## src/rtl/fft_pkg.sv

```systemverilog
// rtl/fft_pkg.sv - shared types and helpers for the FFT inter-stage delay line
package fft_pkg;

    localparam int DEF_WIDTH     = 9;
    localparam int DEF_LANES     = 16;
    localparam int DEF_MAX_DEPTH = 16;

    typedef logic signed [DEF_LANES-1:0][DEF_WIDTH-1:0] lane_vec_t;

    function automatic int ptr_width(input int max_depth);
        return (max_depth > 1) ? $clog2(max_depth) : 1;
    endfunction

    // A zero request still means one beat of delay; oversized requests pin to the ring size.
    function automatic int clamp_depth(input int sel, input int max_depth);
        if (sel < 1)
            return 1;
        if (sel > max_depth)
            return max_depth;
        return sel;
    endfunction

endpackage

```

## src/rtl/fft_ring_mem.sv

```systemverilog
// rtl/fft_ring_mem.sv - beat ring storage, one write port and one registered read port
module fft_ring_mem
    import fft_pkg::*;
#(
    parameter int WIDTH = DEF_WIDTH,
    parameter int LANES = DEF_LANES,
    parameter int DEPTH = DEF_MAX_DEPTH,
    parameter int AW    = ptr_width(DEF_MAX_DEPTH)
) (
    input  logic                               clk,
    input  logic                               rstn,
    input  logic                               we,
    input  logic [AW-1:0]                      waddr,
    input  logic signed [LANES-1:0][WIDTH-1:0] wdata,
    input  logic                               re,
    input  logic [AW-1:0]                      raddr,
    output logic signed [LANES-1:0][WIDTH-1:0] rdata
);

    logic signed [LANES-1:0][WIDTH-1:0] mem [DEPTH];

    // Read samples the pre-write contents, so a same-address access returns the old beat.
    always_ff @(posedge clk or negedge rstn) begin
        if (!rstn) begin
            for (int i = 0; i < DEPTH; i++)
                mem[i] <= '0;
            rdata <= '0;
        end else begin
            if (we)
                mem[waddr] <= wdata;
            if (re)
                rdata <= mem[raddr];
        end
    end

endmodule

```

## src/rtl/fft_delay_line.sv

```systemverilog
// rtl/fft_delay_line.sv - programmable beat delay for multi-lane FFT sample streams
module fft_delay_line
    import fft_pkg::*;
#(
    parameter int WIDTH     = 9,
    parameter int LANES     = 16,
    parameter int MAX_DEPTH = 16
) (
    input  logic                                      clk,
    input  logic                                      rstn,
    input  logic                                      din_valid,
    input  logic signed [LANES-1:0][WIDTH-1:0]        din,
    input  logic [$clog2(MAX_DEPTH):0]                depth_sel,
    input  logic                                      flush,
    output logic signed [LANES-1:0][WIDTH-1:0]        dout,
    output logic                                      dout_valid
);

    localparam int PW = ptr_width(MAX_DEPTH);
    localparam int DW = PW + 1;

    logic [PW-1:0] wr_ptr;
    logic [PW-1:0] rd_ptr;
    logic [DW-1:0] fill;
    logic [DW-1:0] depth_q;
    logic [DW-1:0] d_eff;
    logic          depth_change;
    logic          flush_eff;
    logic          accept;
    logic          emit;

    assign d_eff        = DW'(clamp_depth(int'(depth_sel), MAX_DEPTH));
    // Retuning the depth with data in flight would misalign the stream, so it empties the line.
    assign depth_change = (depth_sel != depth_q) && (fill != '0);
    assign flush_eff    = flush || depth_change;
    assign accept       = din_valid && !flush_eff;
    assign emit         = accept && (fill >= d_eff);
    assign rd_ptr       = wr_ptr - d_eff[PW-1:0];

    always_ff @(posedge clk or negedge rstn) begin
        if (!rstn) begin
            wr_ptr     <= '0;
            fill       <= '0;
            depth_q    <= '0;
            dout_valid <= 1'b0;
        end else begin
            depth_q    <= depth_sel;
            dout_valid <= emit;
            if (flush_eff) begin
                wr_ptr <= '0;
                fill   <= '0;
            end else if (accept) begin
                wr_ptr <= wr_ptr + PW'(1);
                if (fill != DW'(MAX_DEPTH))
                    fill <= fill + DW'(1);
            end
        end
    end

    // The ring's read register is the output register; it only loads on an emitted beat.
    fft_ring_mem #(
        .WIDTH (WIDTH),
        .LANES (LANES),
        .DEPTH (MAX_DEPTH),
        .AW    (PW)
    ) u_ring (
        .clk   (clk),
        .rstn  (rstn),
        .we    (accept),
        .waddr (wr_ptr),
        .wdata (din),
        .re    (emit),
        .raddr (rd_ptr),
        .rdata (dout)
    );

endmodule
```

## config.mk

```make
export PLATFORM = sky130hd
export DESIGN_NAME = fft_delay_line
export DESIGN_NICKNAME = d
export VERILOG_FILES = /design/src/rtl/fft_pkg.sv /design/src/rtl/fft_ring_mem.sv /design/src/rtl/fft_delay_line.sv
export SDC_FILE = /design/constraint.sdc
export NUM_CORES = 2
export LEC_CHECK = 0
export ABC_AREA = 0
export CAP_MARGIN = 25
export CORE_ASPECT_RATIO = 0.9
export CORE_UTILIZATION = 45
export CTS_BUF_LIST = sky130_fd_sc_hd__clkbuf_4 sky130_fd_sc_hd__clkbuf_8
export DETAILED_ROUTE_END_ITERATION = 6
export PLACE_DENSITY_LB_ADDON = 0.2
export SLEW_MARGIN = 30
export SYNTH_ARGS = -nofsm -noshare
export SYNTH_HDL_FRONTEND = slang
export SYNTH_SLANG_ARGS = --single-unit
```

## constraint.sdc

```tcl
create_clock -name clk -period 3.3 [get_ports clk]
set_clock_uncertainty 0.15 [all_clocks]
set_input_delay 0.33 -clock clk [delete_from_list [all_inputs] [get_ports clk]]
set_output_delay 0.33 -clock clk [all_outputs]
set_load 0.03 [all_outputs]
```

* Word level (Yosys, flattened, before mapping)
Cells that the tools add are included.
Storage, ports and cells: bits in registers 2463, bits in latches 0, memory bits (writable) 0, memory bits (read-only) 0, logic and storage cells 317, memories 0
Cells by class: add/sub/neg operators 3, multipliers 0, div/mod/pow operators 0, order comparisons 6, eq/ne operators 2, shift-type cells 0, muxes and demuxes 18, bitwise gates (word level) 2, reduce and logical (&&, ||, !) cells 10
Operator list (count):
- bitwise mux 2304 bit | 1
- binary-select mux 144 bit (select 4 bit) | 1
- demux 144 bit (select 4 bit) | 1
- 2-to-1 mux 144 bit | 3
- 2-to-1 mux 5 bit | 6
- >= comparator 5 bit (second input constant) | 2
- less-than comparator 5 x 1 -> 1 bit (second input constant) | 2
- inverter 4 -> 5 bit | 2
- 2-to-1 mux 4 bit | 2
- adder 5 x 1 -> 5 bit (second input constant) | 1
- >= comparator 5 bit | 1
- > comparator 5 bit (second input constant) | 1
- inequality test 5 bit | 1
- inequality test 5 bit (second input constant) | 1
- nonzero test 5 bit | 1
- adder 4 x 1 -> 4 bit (second input constant) | 1
- logical AND 1 bit | 4
- 2-to-1 mux 1 bit | 4
- nonzero test 2 bit | 2
- subtractor 4 bit | 1
- AND reduction 2 bit | 1
- zero test 1 bit | 1
- logical OR 1 bit | 1

* Depth between registers and ports, before layout
word-level depth 10, depth in mapped cells 15

* Modules after synthesis
Synthesis repeated with hierarchy kept, for this count alone.
Unflattened totals: cell total of the unflattened synthesis 7024, area total of the unflattened synthesis 108641.7 µm²
Modules (own cells, without submodules):
- fft_ring_mem | times used 1, cells each 6933, area an instance 107692.0 µm², sequential area each 61258.8 µm²
- fft_delay_line | times used 1, cells each 91, area an instance 949.7 µm², sequential area each 375.4 µm²

* Worst setup path after synthesis
OpenSTA, ideal clock, no wires.
kind input -> register, start input depth_sel[2], end register u_ring.rdata[17] in the netlist's numbering, arrival 3.230 ns, slack -0.205 ns, stages on the path 14, cells stage by stage nor3_1 nor2_1 nor2_1 ha_1 inv_1 fa_1 buf_2 buf_2 clkbuf_1 clkbuf_1 mux2i_1 a221oi_1 mux2_2 mux2_2
On the way: word-level cells in the longest chain between the ends 10, elaborated cells between the ends (all ways) 21, classes of those cells 1 x add/sub; 3 x order compare; 1 x eq/ne; 10 x mux; 1 x bitwise; 5 x reduce/logical
RTL lines:
- start: declaration | RTL line fft_delay_line.sv:13 | input logic [$clog2(MAX_DEPTH):0] depth_sel,
- less-than comparator 5 x 1 -> 1 bit or > comparator 5 bit (tied branches) | RTL line fft_pkg.sv:16, fft_pkg.sv:18
- 2-to-1 mux 1 bit, on equally long branches | RTL line fft_pkg.sv:16, fft_pkg.sv:18
- 2-to-1 mux 5 bit or 2-to-1 mux 1 bit (tied branches) | RTL line fft_pkg.sv:18 | if (sel > max_depth)
- 2-to-1 mux 5 bit | RTL line fft_pkg.sv:20 | return sel;
- 2-to-1 mux 5 bit | RTL line fft_pkg.sv:18
- subtractor 4 bit | RTL line fft_delay_line.sv:38 | assign rd_ptr = wr_ptr - d_eff[PW-1:0];
- inverter 4 -> 5 bit (implied by the code) | RTL line fft_ring_mem.sv:32 | rdata <= mem[raddr];
- binary-select mux 144 bit (select 4 bit) | RTL line fft_ring_mem.sv:32
- 2-to-1 mux 144 bit (implied by the code) (2 in series) | RTL line fft_ring_mem.sv:32
- end signal: assignment | RTL line fft_ring_mem.sv:32
- end: declaration | RTL line fft_ring_mem.sv:17 | output logic signed [LANES-1:0][WIDTH-1:0] rdata
Several ways; a longest one is shown, not always the timed one. The select of a mux whose other input is x is not followed. A chain may end at the register's enable or synchronous reset.

* Final worst setup path
start register wr_ptr[0], end register u_ring.rdata[128] in the netlist's numbering
On the way: word-level cells in the longest chain between the ends 5
RTL lines:
- start: declaration | RTL line fft_delay_line.sv:22 | logic [PW-1:0] wr_ptr;
- start signal: assignment | RTL line fft_delay_line.sv:53 | wr_ptr <= wr_ptr + PW'(1);
- subtractor 4 bit | RTL line fft_delay_line.sv:38
- inverter 4 -> 5 bit (implied by the code) | RTL line fft_ring_mem.sv:32
- binary-select mux 144 bit (select 4 bit) | RTL line fft_ring_mem.sv:32
- 2-to-1 mux 144 bit (implied by the code) (2 in series) | RTL line fft_ring_mem.sv:32
No other way between the ends. The select of a mux whose other input is x is not followed.

==> results by stage <==
Status:
- The run finished, with violations left.
- The checks that failed: negative setup slack.

Clock tree:
- The CTS sink count is 2463.
- TritonCTS created 416 clock buffers.
- Clock latency on the worst-skew pair, taken at its later pin, is 1.00 ns.
- The buffer cell driving the clock tree root is clkbuf_8.
- The depth of the CTS H-tree is 5.
- The clock passes through at most 4 buffers.
- The TritonCTS clock tree is built.
- After clock tree synthesis, the clock-pin slew on the worst setup and hold paths is 0.06 ns.

Critical path:
- The critical path capture point type is a flop.
- The endpoint identified for the worst register-to-register timing path is u_ring.rdata[128]$_DFFE_PN0P_.
- The startpoint of the worst register-to-register path is wr_ptr[0]$_DFFE_PN0P_.
- The required time at the endpoint of the critical path is 4.01 ns.
- The arrival time of the worst setup path is 4.35 ns.
- Following the worst setup path forward leads to its endpoint at u_ring.rdata[128]$_DFFE_PN0P_.
- The sum of buffers and inverters on the critical path is 7.
- For flop-to-flop paths, the worst setup slack is -0.34 ns.
- The critical path's top delay family is adder cells.
- The depth of the critical timing path with buffers and inverters included is 14.
- STA classifies the critical path startpoint as a flop.
- The type of the worst setup path is flop to flop.
- The largest individual stage delay along the critical path comes from the cell fa_4.
- Of all nets on the critical path, the largest fanout is 9.
- In this run the worst setup path begins at wr_ptr[0]$_DFFE_PN0P_.
- The number of cells on the worst reg-to-reg path is 14.
- By instance count, the cell type seen most on the critical path is buf_12.
- The critical path goes through inv_2 > ha_4 > inv_4 > fa_4 > buf_12 > buf_16 > buf_12 > buf_12 > buf_12 > mux2_4 > o22ai_2 > a221oi_2 > mux2_2 > mux2_2.
- For this run, the slowest stage of the critical path takes 0.88 ns.

STA:
- The slew at the pin closest to its max-slew limit is 0.878 ns.
- The share of the clock period used by the worst path after layout is 1.10.
- The final hold violation count is 0.
- The setup TNS is -33.69 ns.
- Setup repair after global routing could not meet its margin everywhere.
- The post-route worst setup slack is -0.340 ns.
- The final setup violation count is 144.
- Based on the critical path, the design can be clocked at up to 275 MHz.
- Measured against its own limit, the worst slew margin works out to 0.414.
- The number of max-slew violations in the final report is 0.
- Counting I/O delays and the setup requirement, the final critical path takes 3.64 ns.

Logic synthesis:
- Synthesis handed over a netlist of 7563 instances.
- The number of nets produced by synthesis is 7731.
- The average instance area after synthesis is 14.7 sq um.
- For this run, the register share of the synthesized area comes to 0.555.
- For this run, the number of Yosys warnings is 0.
- The number of unique standard cell types used by synthesis is 28.
- After synthesis the netlist holds a flip-flop and latch count of 2463.
- The cell area after technology mapping is 0.111 sq mm.

Global routing:
- Entering global routing, the biggest net connects 174 pins.
- The first global-routing pass estimated 477 mm of wire.
- The initial antenna violation count is 37.
- The via count of the first global-routing pass is 73400.
- For this run, the total global-route usage over all layers was measured as 0.250.
- The leftover overflow at the end of global routing is 0.

Power:
- The share of total power in sequential cells is 0.410.
- Of the total power, the share spent switching nets is 0.296.
- In this run the power spent charging and discharging nets is 26.1 mW.
- Of the total power, combinational logic draws 0.262.
- Of the total power, the clock network draws 0.327.
- The peak supply drop is 0.515 mV.
- The analysis attributes to cell leakage a power of 65.0 nW.
- The total power density per cell area is 649 mW/mm^2.
- Internal power comes to 62.2 mW.

Floorplanning:
- The number of placed I/O pins is 298.
- The die covers 0.249 sq mm.
- The floorplan row count is 172.
- The die is 526 microns wide.
- In this run the vertical extent of the chip is 473 microns.
- The effective utilization at floorplan is 0.454.
- The core region is 0.245 sq mm.

Place:
- Timing analysis after detailed placement gives a worst setup slack of -1.16 ns.
- Summed over all nets, the half-perimeter wirelength after detailed placement is 195 mm.
- Routability-driven placement finished with a final weighted congestion of 0.786.
- The number of buffers inserted by port buffering is 297.

Drt:
- The DRC violations left is 0.
- The detailed-routing iteration count for the pre-antenna-repair pass is 7.
- In this run, the number of DRC markers left after iteration 0 of detailed routing was 3925.
- Summed over all layers, the routed wires come to 314 mm.
- In the final routed layout, each cell accounts on average for 26.5 microns.
- Once detail routing completed, the nets flagged for antenna violations numbered 0.
- The via count of the routed design is 68300.
- The mean number of vias per cell is 5.76.

Cells and area:
- The synthesis-to-finish area growth is 22.4%.
- Of the cells placed in the final design, the portion with a size suffix greater than 1 is 0.562.
- The net total in the final layout is 8491.

Flow run:
- The tool flagged a number of max-cap violations equal to 0.

Min path:
- The tightest min-delay check is of the input pin to flop type.
[sequential cells by signal, summed over array words and instances (netlist names)]
| register | cells |
|---|---|
| depth_q | 5 |
| dout_valid | 1 |
| fill | 5 |
| u_ring.mem | 2304 |
| u_ring.rdata | 144 |
| wr_ptr | 4 |
[final cells by class]
| cell class | count | area [sq um] |
|---|---|---|
| Antenna cell | 11 | 27.5 |
| Clock buffer | 669 | 8380 |
| Clock inverter | 59 | 479 |
| Fill cell | 19500 | 109000 |
| Inverter | 10 | 40.0 |
| Multi-Input combinational cell | 4415 | 48700 |
| Sequential cell | 2463 | 61600 |
| Tap cell | 3219 | 4030 |
| Timing Repair Buffer | 1017 | 12800 |
[metrics by stage]
step	hold slack [ns]	instances	instance area, sq um	power (mW)	utilization
2_1_floorplan	-0.116	7563	111000	48.2	-
3_3_place_gp	0.120	11000	123000	56.6	0.502
3_5_place_dp	0.121	11000	123000	57.0	0.502
4_1_cts	0.0502	11800	134000	87.8	0.548
5_1_grt	0.131	11900	136000	92.0	0.556
6_report	0.127	11900	136000	88.3	0.556
[cells by family (layout without fill, tap and decap cells)]
logic type | after synthesis | in the layout | synth area share
flops | 2463 | 2463 | 0.555
simple gates | 55 | 55 | 0.00254
buf+inv | 685 | 1755 | 0.0273
fa+ha+maj | 15 | 15 | 0.00176
other cells | 0 | 11 | 0
xor+xnor | 15 | 15 | 0.00118
mux | 3746 | 3746 | 0.373
compound gates | 584 | 584 | 0.0395
[placed cells by master (no fill, tap or decap), drive strengths merged]
cell,instances
clkbuf,683
mux2i,578
inv,22
o22ai,288
xnor2,10
fa,1
mux2,3168
bufbuf,3
nand2,8
buf,697
nor3,5
clkinv,42
o311ai,1
nand4,5
a221oi,288
diode,11
xor2,5
dlygate4sd3,7
ha,14
nand3,4
dfrtp,2463
a21oi,3
nor2b,3
o32ai,1
o21ai,1
nor2,26
a21o,2
nand2b,4
bufinv,3
clkinvlp,2
clkdlybuf4s50,296
[routing by layer]
| layer | share of wire | vias to the layer above | global-route usage |
|---|---|---|---|
| li1 | - | 29600 | - |
| met1 | 0.48 | 36800 | 0.367 |
| met2 | 0.46 | 1396 | 0.389 |
| met5 | 0.00051 | - | 0 |
| met4 | 0.023 | 26 | 0.0631 |
| met3 | 0.040 | 527 | 0.0340 |
[worst reg2reg max path, cell delays in order, from the launching register on]
cell	delay (ns)
dfrtp_1	0.39
inv_2	0.10
ha_4	0.15
inv_4	0.04
fa_4	0.88
buf_12	0.22
buf_16	0.20
buf_12	0.13
buf_12	0.15
buf_12	0.13
mux2_4	0.30
o22ai_2	0.15
a221oi_2	0.05
mux2_2	0.26
mux2_2	0.26
[cells in the mapped netlist (all sizes together)]
cell,number,area share
nand2,8,0.00027
xnor2,10,0.00079
a21oi,3,0.00014
mux2,3168,0.32
fa,1,0.00018
xor2,5,0.00039
nand4,5,0.00028
nand2b,4,0.00023
a21o,2,0.00014
o311ai,1,0.000079
dfrtp,2463,0.55
inv,10,0.00034
o21ai,1,0.000045
o32ai,1,0.00015
ha,14,0.0016
mux2i,578,0.052
clkbuf,239,0.0081
nor2,26,0.0010
a221oi,288,0.023
o22ai,288,0.016
buf,436,0.019
nor3,5,0.00041
nand3,4,0.00018
nor2b,3,0.00017
[worst min-delay path by stage]
| stage | from | to | slack (ns) | cells past startpoint |
|---|---|---|---|---|
| 2_1_floorplan | rstn | depth_q[0]$_DFF_PN0_ | -0.12 | 0 |
| 3_3_place_gp | rstn | u_ring.mem[414]$_DFFE_PN0P_ | 0.12 | 1 |
| 3_5_place_dp | rstn | u_ring.mem[414]$_DFFE_PN0P_ | 0.12 | 1 |
| 4_1_cts | din_valid | wr_ptr[0]$_DFFE_PN0P_ | 0.05 | 4 |
| 5_1_grt | din_valid | wr_ptr[0]$_DFFE_PN0P_ | 0.13 | 4 |
| 6_report | din_valid | wr_ptr[0]$_DFFE_PN0P_ | 0.13 | 4 |
[timing repair]
| item | in CTS | in global routing |
|---|---|---|
| endpoints found under the setup margin | 144 | 144 |
| gates resized for setup | 300 | 223 |
| hold buffers | 8 | 0 |
| gates cloned | 14 | 16 |
| buffers inserted | 48 | 32 |
| hold endpoints to repair | 2449 | 0 |
| pin swaps | 28 | 21 |
[power groups by stage]
stage	combinational [mW]	sequential [mW]	clock (mW)
finish	23.1	36.2	28.9
global placement	20.1	36.5	0
CTS	22.0	36.2	29.6
floorplan	10.9	37.3	0
global route	24.4	36.6	31.0
detailed placement	20.3	36.7	0
Note: power is estimated with default switching activity, not from simulation.
